<file path="src/rtl/inst_loader_pkg.sv">
// Shared definitions for the boot-time instruction loader.
package inst_loader_pkg;

  typedef enum logic [2:0] {
    IDLE,
    LEN_HI,
    LEN_LO,
    DATA,
    CHECK,
    DONE,
    ERROR
  } state_t;

  localparam int BYTES_PER_WORD = 4;

endpackage

</file>
<file path="src/rtl/inst_loader_byte_packer.sv">
// Packs accepted bytes big-endian into 32-bit words; word_valid pulses the cycle after the 4th byte.
// Never stalls: the shift register only moves on accept, so a partial word survives source gaps.
module byte_packer
  import inst_loader_pkg::*;
(
  input  logic        Clk,
  input  logic        Clrn,
  input  logic        clear,
  input  logic        accept,
  input  logic [7:0]  byte_in,
  output logic        word_last,
  output logic        word_valid,
  output logic [31:0] word
);

  logic [1:0] byte_cnt;

  // High when the next accepted byte completes a word.
  assign word_last = (byte_cnt == 2'(BYTES_PER_WORD - 1));

  always_ff @(posedge Clk or negedge Clrn) begin
    if (!Clrn) begin
      byte_cnt   <= 2'd0;
      word       <= 32'd0;
      word_valid <= 1'b0;
    end else begin
      word_valid <= accept && word_last && !clear;
      if (clear) begin
        byte_cnt <= 2'd0;
      end else if (accept) begin
        byte_cnt <= byte_cnt + 2'd1;
        word     <= {word[23:0], byte_in};
      end
    end
  end

endmodule

</file>
<file path="src/rtl/inst_loader.sv">
// Boot loader: length-prefixed byte frame -> imem words from address 0, CPU released on good checksum.
// Write strobe lags the 4th byte by one cycle; byte_ready depends on state only, no bubble between words.
module inst_loader
  import inst_loader_pkg::*;
#(
  parameter int ADDR_W = 8
) (
  input  logic              Clk,
  input  logic              Clrn,
  input  logic              byte_valid,
  input  logic [7:0]        byte_data,
  output logic              byte_ready,
  output logic              imem_we,
  output logic [ADDR_W-1:0] imem_addr,
  output logic [31:0]       imem_wdata,
  output logic              cpu_clrn,
  output logic              done,
  output logic              error,
  output logic [ADDR_W:0]   words_loaded
);

  localparam logic [16:0] MAX_WORDS = 17'(1) << ADDR_W;

  state_t          state, state_nxt;
  logic [7:0]      len_hi;
  logic [15:0]     len_n;
  logic [ADDR_W:0] words_in;
  logic [7:0]      chk_xor;
  logic            accept;
  logic            data_acc;
  logic            word_last;
  logic            word_valid;
  logic [31:0]     word;
  logic [15:0]     len_full;
  logic            last_word;

  assign byte_ready = (state == LEN_HI) || (state == LEN_LO) ||
                      (state == DATA)   || (state == CHECK);
  assign accept     = byte_valid && byte_ready;
  assign data_acc   = accept && (state == DATA);
  assign len_full   = {len_hi, byte_data};
  assign last_word  = (17'(words_in) + 17'd1) == {1'b0, len_n};

  byte_packer u_packer (
    .Clk        (Clk),
    .Clrn       (Clrn),
    .clear      (state == IDLE),
    .accept     (data_acc),
    .byte_in    (byte_data),
    .word_last  (word_last),
    .word_valid (word_valid),
    .word       (word)
  );

  assign imem_we    = word_valid;
  assign imem_wdata = word;

  always_comb begin
    state_nxt = state;
    case (state)
      IDLE:    state_nxt = LEN_HI;
      LEN_HI:  if (accept) state_nxt = LEN_LO;
      LEN_LO: begin
        if (accept) begin
          if ({1'b0, len_full} > MAX_WORDS) state_nxt = ERROR;
          else if (len_full == 16'd0)       state_nxt = CHECK;
          else                              state_nxt = DATA;
        end
      end
      DATA:    if (data_acc && word_last && last_word) state_nxt = CHECK;
      CHECK:   if (accept) state_nxt = (byte_data == chk_xor) ? DONE : ERROR;
      default: state_nxt = state;
    endcase
  end

  always_ff @(posedge Clk or negedge Clrn) begin
    if (!Clrn) begin
      state        <= IDLE;
      len_hi       <= 8'd0;
      len_n        <= 16'd0;
      words_in     <= '0;
      chk_xor      <= 8'd0;
      imem_addr    <= '0;
      words_loaded <= '0;
      cpu_clrn     <= 1'b0;
      done         <= 1'b0;
      error        <= 1'b0;
    end else begin
      state <= state_nxt;
      if (state == LEN_HI && accept) len_hi <= byte_data;
      if (state == LEN_LO && accept) len_n  <= len_full;
      if (data_acc) chk_xor <= chk_xor ^ byte_data;
      if (data_acc && word_last) words_in <= words_in + (ADDR_W+1)'(1);
      // Address advances at the end of the write pulse it belongs to.
      if (word_valid) begin
        imem_addr    <= imem_addr + ADDR_W'(1);
        words_loaded <= words_loaded + (ADDR_W+1)'(1);
      end
      if (state == CHECK && state_nxt == DONE) begin
        done     <= 1'b1;
        cpu_clrn <= 1'b1;
      end
      if (state != ERROR && state_nxt == ERROR) error <= 1'b1;
    end
  end

endmodule

</file>
<file path="config.mk">
export PLATFORM = sky130hd
export DESIGN_NAME = inst_loader
export DESIGN_NICKNAME = d
export VERILOG_FILES = /design/src/rtl/inst_loader_pkg.sv /design/src/rtl/inst_loader_byte_packer.sv /design/src/rtl/inst_loader.sv
export SDC_FILE = /design/constraint.sdc
export NUM_CORES = 1
export LEC_CHECK = 0
export ABC_AREA = 1
export ABC_CLOCK_PERIOD_IN_PS = 2600
export BUFFER_PORTS_ARGS = -buffer_cell sky130_fd_sc_hd__buf_2
export CAP_MARGIN = 20
export CORE_MARGIN = 4
export CORE_UTILIZATION = 45
export CTS_BUF_LIST = sky130_fd_sc_hd__clkbuf_16
export CTS_CLUSTER_SIZE = 14
export DETAILED_ROUTE_END_ITERATION = 8
export PLACE_DENSITY = 0.66
export SYNTH_ARGS = -nofsm -noshare
export SYNTH_HDL_FRONTEND = slang
export SYNTH_SLANG_ARGS = --single-unit
</file>
<file path="constraint.sdc">
create_clock -name Clk -period 2.6 [get_ports Clk]
set_input_delay 0.39 -clock Clk [delete_from_list [all_inputs] [get_ports Clk]]
set_output_delay 0.39 -clock Clk [all_outputs]
set_load 0.1 [all_outputs]
</file>
==> qor.csv <==
stage,metric,value,unit
cts,buffer count from post-CTS setup fixing,0,
drt,via-per-instance ratio,4.71,
final_layout,most frequent cells in the layout,"178 x nand2_1, 98 x dfrtp_1, 63 x buf_2",
final_layout,share of cells above drive strength 1,17.0,%
sta,worst-margin pin slew,0.640,ns
sta,relative slew slack,57.3,%
cts,Clock Sinks,98,
setup_path,CP Launch Type,register,
yosys,Synth area leaders,"dfrtp_1 55%, nand2_1 15%, o21ai_0 6.8%",
yosys,Async SR Flop Fraction,100,%
floorplanning,DIE AREA,0.0116,mm2
setup_path,worst path arrival time,2.33,ns
floorplanning,floorplan row count,36,
yosys,Yosys cell types,26,
power,Pleak,2.80,nW
floorplanning,Initial Util,46.1,%
final_layout,ANT cells,0,
final_layout,Nets,611,
cts,post-cts sizing count,0,
drt,drt first-iter violations,166,
drt,antenna-violating nets left,0,
placed_design,port bufs,64,
yosys,Syn Std Cell Area,0.00449,mm2
setup_path,critical path buffer and inverter count,2,
floorplanning,num ports,65,
yosys,cell taking the most area after synthesis,dfrtp_1,
global_route,number of global-route vias before repair,3400,
final_layout,multi-input logic area,0.00174,mm2
global_route,global route overflow,0,
drt,DRC viols,0,
sta,clock skew,0.00741,ns
floorplanning,Die H,108,um
floorplanning,Die W,108,um
cts,H-tree depth,3,
yosys,Synth top area share,54.7,%
placed_design,Post-Place Cells,718,
setup_path,CP required,2.81,ns
drt,routed wire length,9580,um
yosys,post-synthesis sequential area ratio,54.7,%
global_route,first-pass GRT wire length,16700,um
yosys,register bit total from synthesis,98,
cts,CTS Buf Count,9,
outcome,outcome,finished clean,
placed_design,GPL Wtd Cong,0.814,
setup_path,Worst Setup End Kind,register,
final_layout,Area Growth Syn to Fin,16.6,%
final_layout,"most common cell after layout, fill and taps aside",nand2_1,
setup_path,CP max stage delay,0.55,ns
cts,hold_buf cts,0,
setup_path,Slowest cell on crit path,inv_1,
cts,maximum clock path buffer count,2,
setup_path,worst-path cell chain,"nor3_4, nand2_4, buf_4, inv_1, o21ai_0",
global_route,initial antenna violation count,0,
sta,post-route setup slack,0.476,ns
cts,CTS tree,done,
worst_hold_path,Hold Crit Class,in2async,
power,maximum VDD drop,1.54,mV
cts,CTS root buffer,clkbuf_16,
yosys,Syn. warnings,0,
yosys,Synth Area per Inst,8.46,um2
setup_path,maximum fanout along the worst path,59,
placed_design,pre-CTS setup slack,0.494,ns
final_layout,register area,0.00245,mm2
setup_path,family with the most delay on the worst path,buffers and inverters,
drt,total number of vias,3456,
yosys,main flop type after synthesis,dfrtp_1,
yosys,cells after synthesis,530,
cts,clk slew on worst S/H paths,0.07,ns
power,Pwr Total,7.09,mW
drt,DRT Pass-1 Iters,4,
sta,RSZ-0062 raised after global routing,no,
floorplanning,core area,0.00973,mm2
sta,fin crit period,2.12,ns
global_route,largest net degree at the start of global routing,60,
sta,final hold vios,0,
global_route,GRT Total Usage,18.5,%
sta,final period utilization,81.7,%
flow_run,Max-Cap Viols,0,
setup_path,CP Class,reg2reg,
yosys,Mapped Nets,545,
sta,Setup Viol. Count Final,0,
final_layout,Filler Cells Inserted,936,
yosys,Post-synth EDFFs,0,
final_layout,final cell count without fillers,733,
cts,clk_lat worst skew,0.35,ns
power,Pwr per Cell Area,1360,mW/mm2
placed_design,DP HPWL,6880,um
drt,mean routed wirelength per cell,13.1,um
sta,final setup TNS,0,ns
sta,fmax,471,MHz
sta,Final Max Slew Viols,0,
## registers in the layout (all words and copies together) (netlist names)
signal	flops
u_packer.word	32
u_packer.word_valid	1
imem_addr	8
len_hi	8
words_loaded	9
u_packer.byte_cnt	2
state	3
done	1
len_n	16
words_in	9
chk_xor	8
error	1
## stage by stage
stage,util [%],hold slack [ns],instance area (um2)
2_1_floorplan,-,0.0944,4490
3_3_place_gp,50.9,0.445,4950
3_5_place_dp,50.9,0.447,4950
4_1_cts,53.8,0.0715,5230
5_1_grt,53.8,0.0968,5230
6_report,53.8,0.0410,5230
## path summary, 6_finish.rpt
check	start	to	slack [ns]	cells past startpoint
max in group asynchronous	Clrn	chk_xor[2]	1.86	2
max reg2reg	state[2]	u_packer.word[21]	0.48	5
min reg2reg	error	error	0.46	2
min in group Clk	byte_data[0]	chk_xor[0]	0.39	4
max	state[2]	u_packer.word[21]	0.48	5
min	Clrn	imem_addr[7]	0.04	1
## routing by layer
layer	part of all wire, %	global-route usage (%)
met5	0	0
met4	1.7	5.68
met3	4.3	4.38
met2	49	30.1
met1	45	24.5
## synth_stat cells (3+ instances only)
cell and n:
xnor2_1 11, a21oi_1 3, nand4_1 6, nand3_1 22, nand3b_1 5, mux2_2 7
xor2_1 10, inv_1 61, nor3_1 3, o21ai_0 61, ha_1 4, nor2_1 34
clkbuf_1 12, inv_2 3, nand2_1 178, dfrtp_1 98, nand3_2 3
## where the power goes
part	switching (mW)	internal, mW	leakage (nW)
clock	0.605	0.659	0.132
combinational	2.68	0.655	1.41
sequential	0.429	2.07	1.26
total	3.71	3.38	2.80
## final cells by class
cell class | count | share of cell area (%)
flip-flops and latches | 98 | 46.9
multi-input cells | 354 | 33.2
repair buffers | 69 | 6.89
inverters | 64 | 4.59
clock buffers | 9 | 4.31
well taps | 133 | 3.18
clock inverters | 6 | 0.981
## kinds of logic after synthesis
family	Yosys count	synth area share, %
AO/OA/AOI/OAI	67	7.64
XOR/XNOR	21	4.10
adder cells (fa/ha/maj)	4	1.12
buffers and inverters	78	6.64
flip-flops	98	54.7
multiplexers	7	1.76
AND/OR/NAND/NOR	255	24.1
No activity file was read; power rests on OpenSTA's default activity.
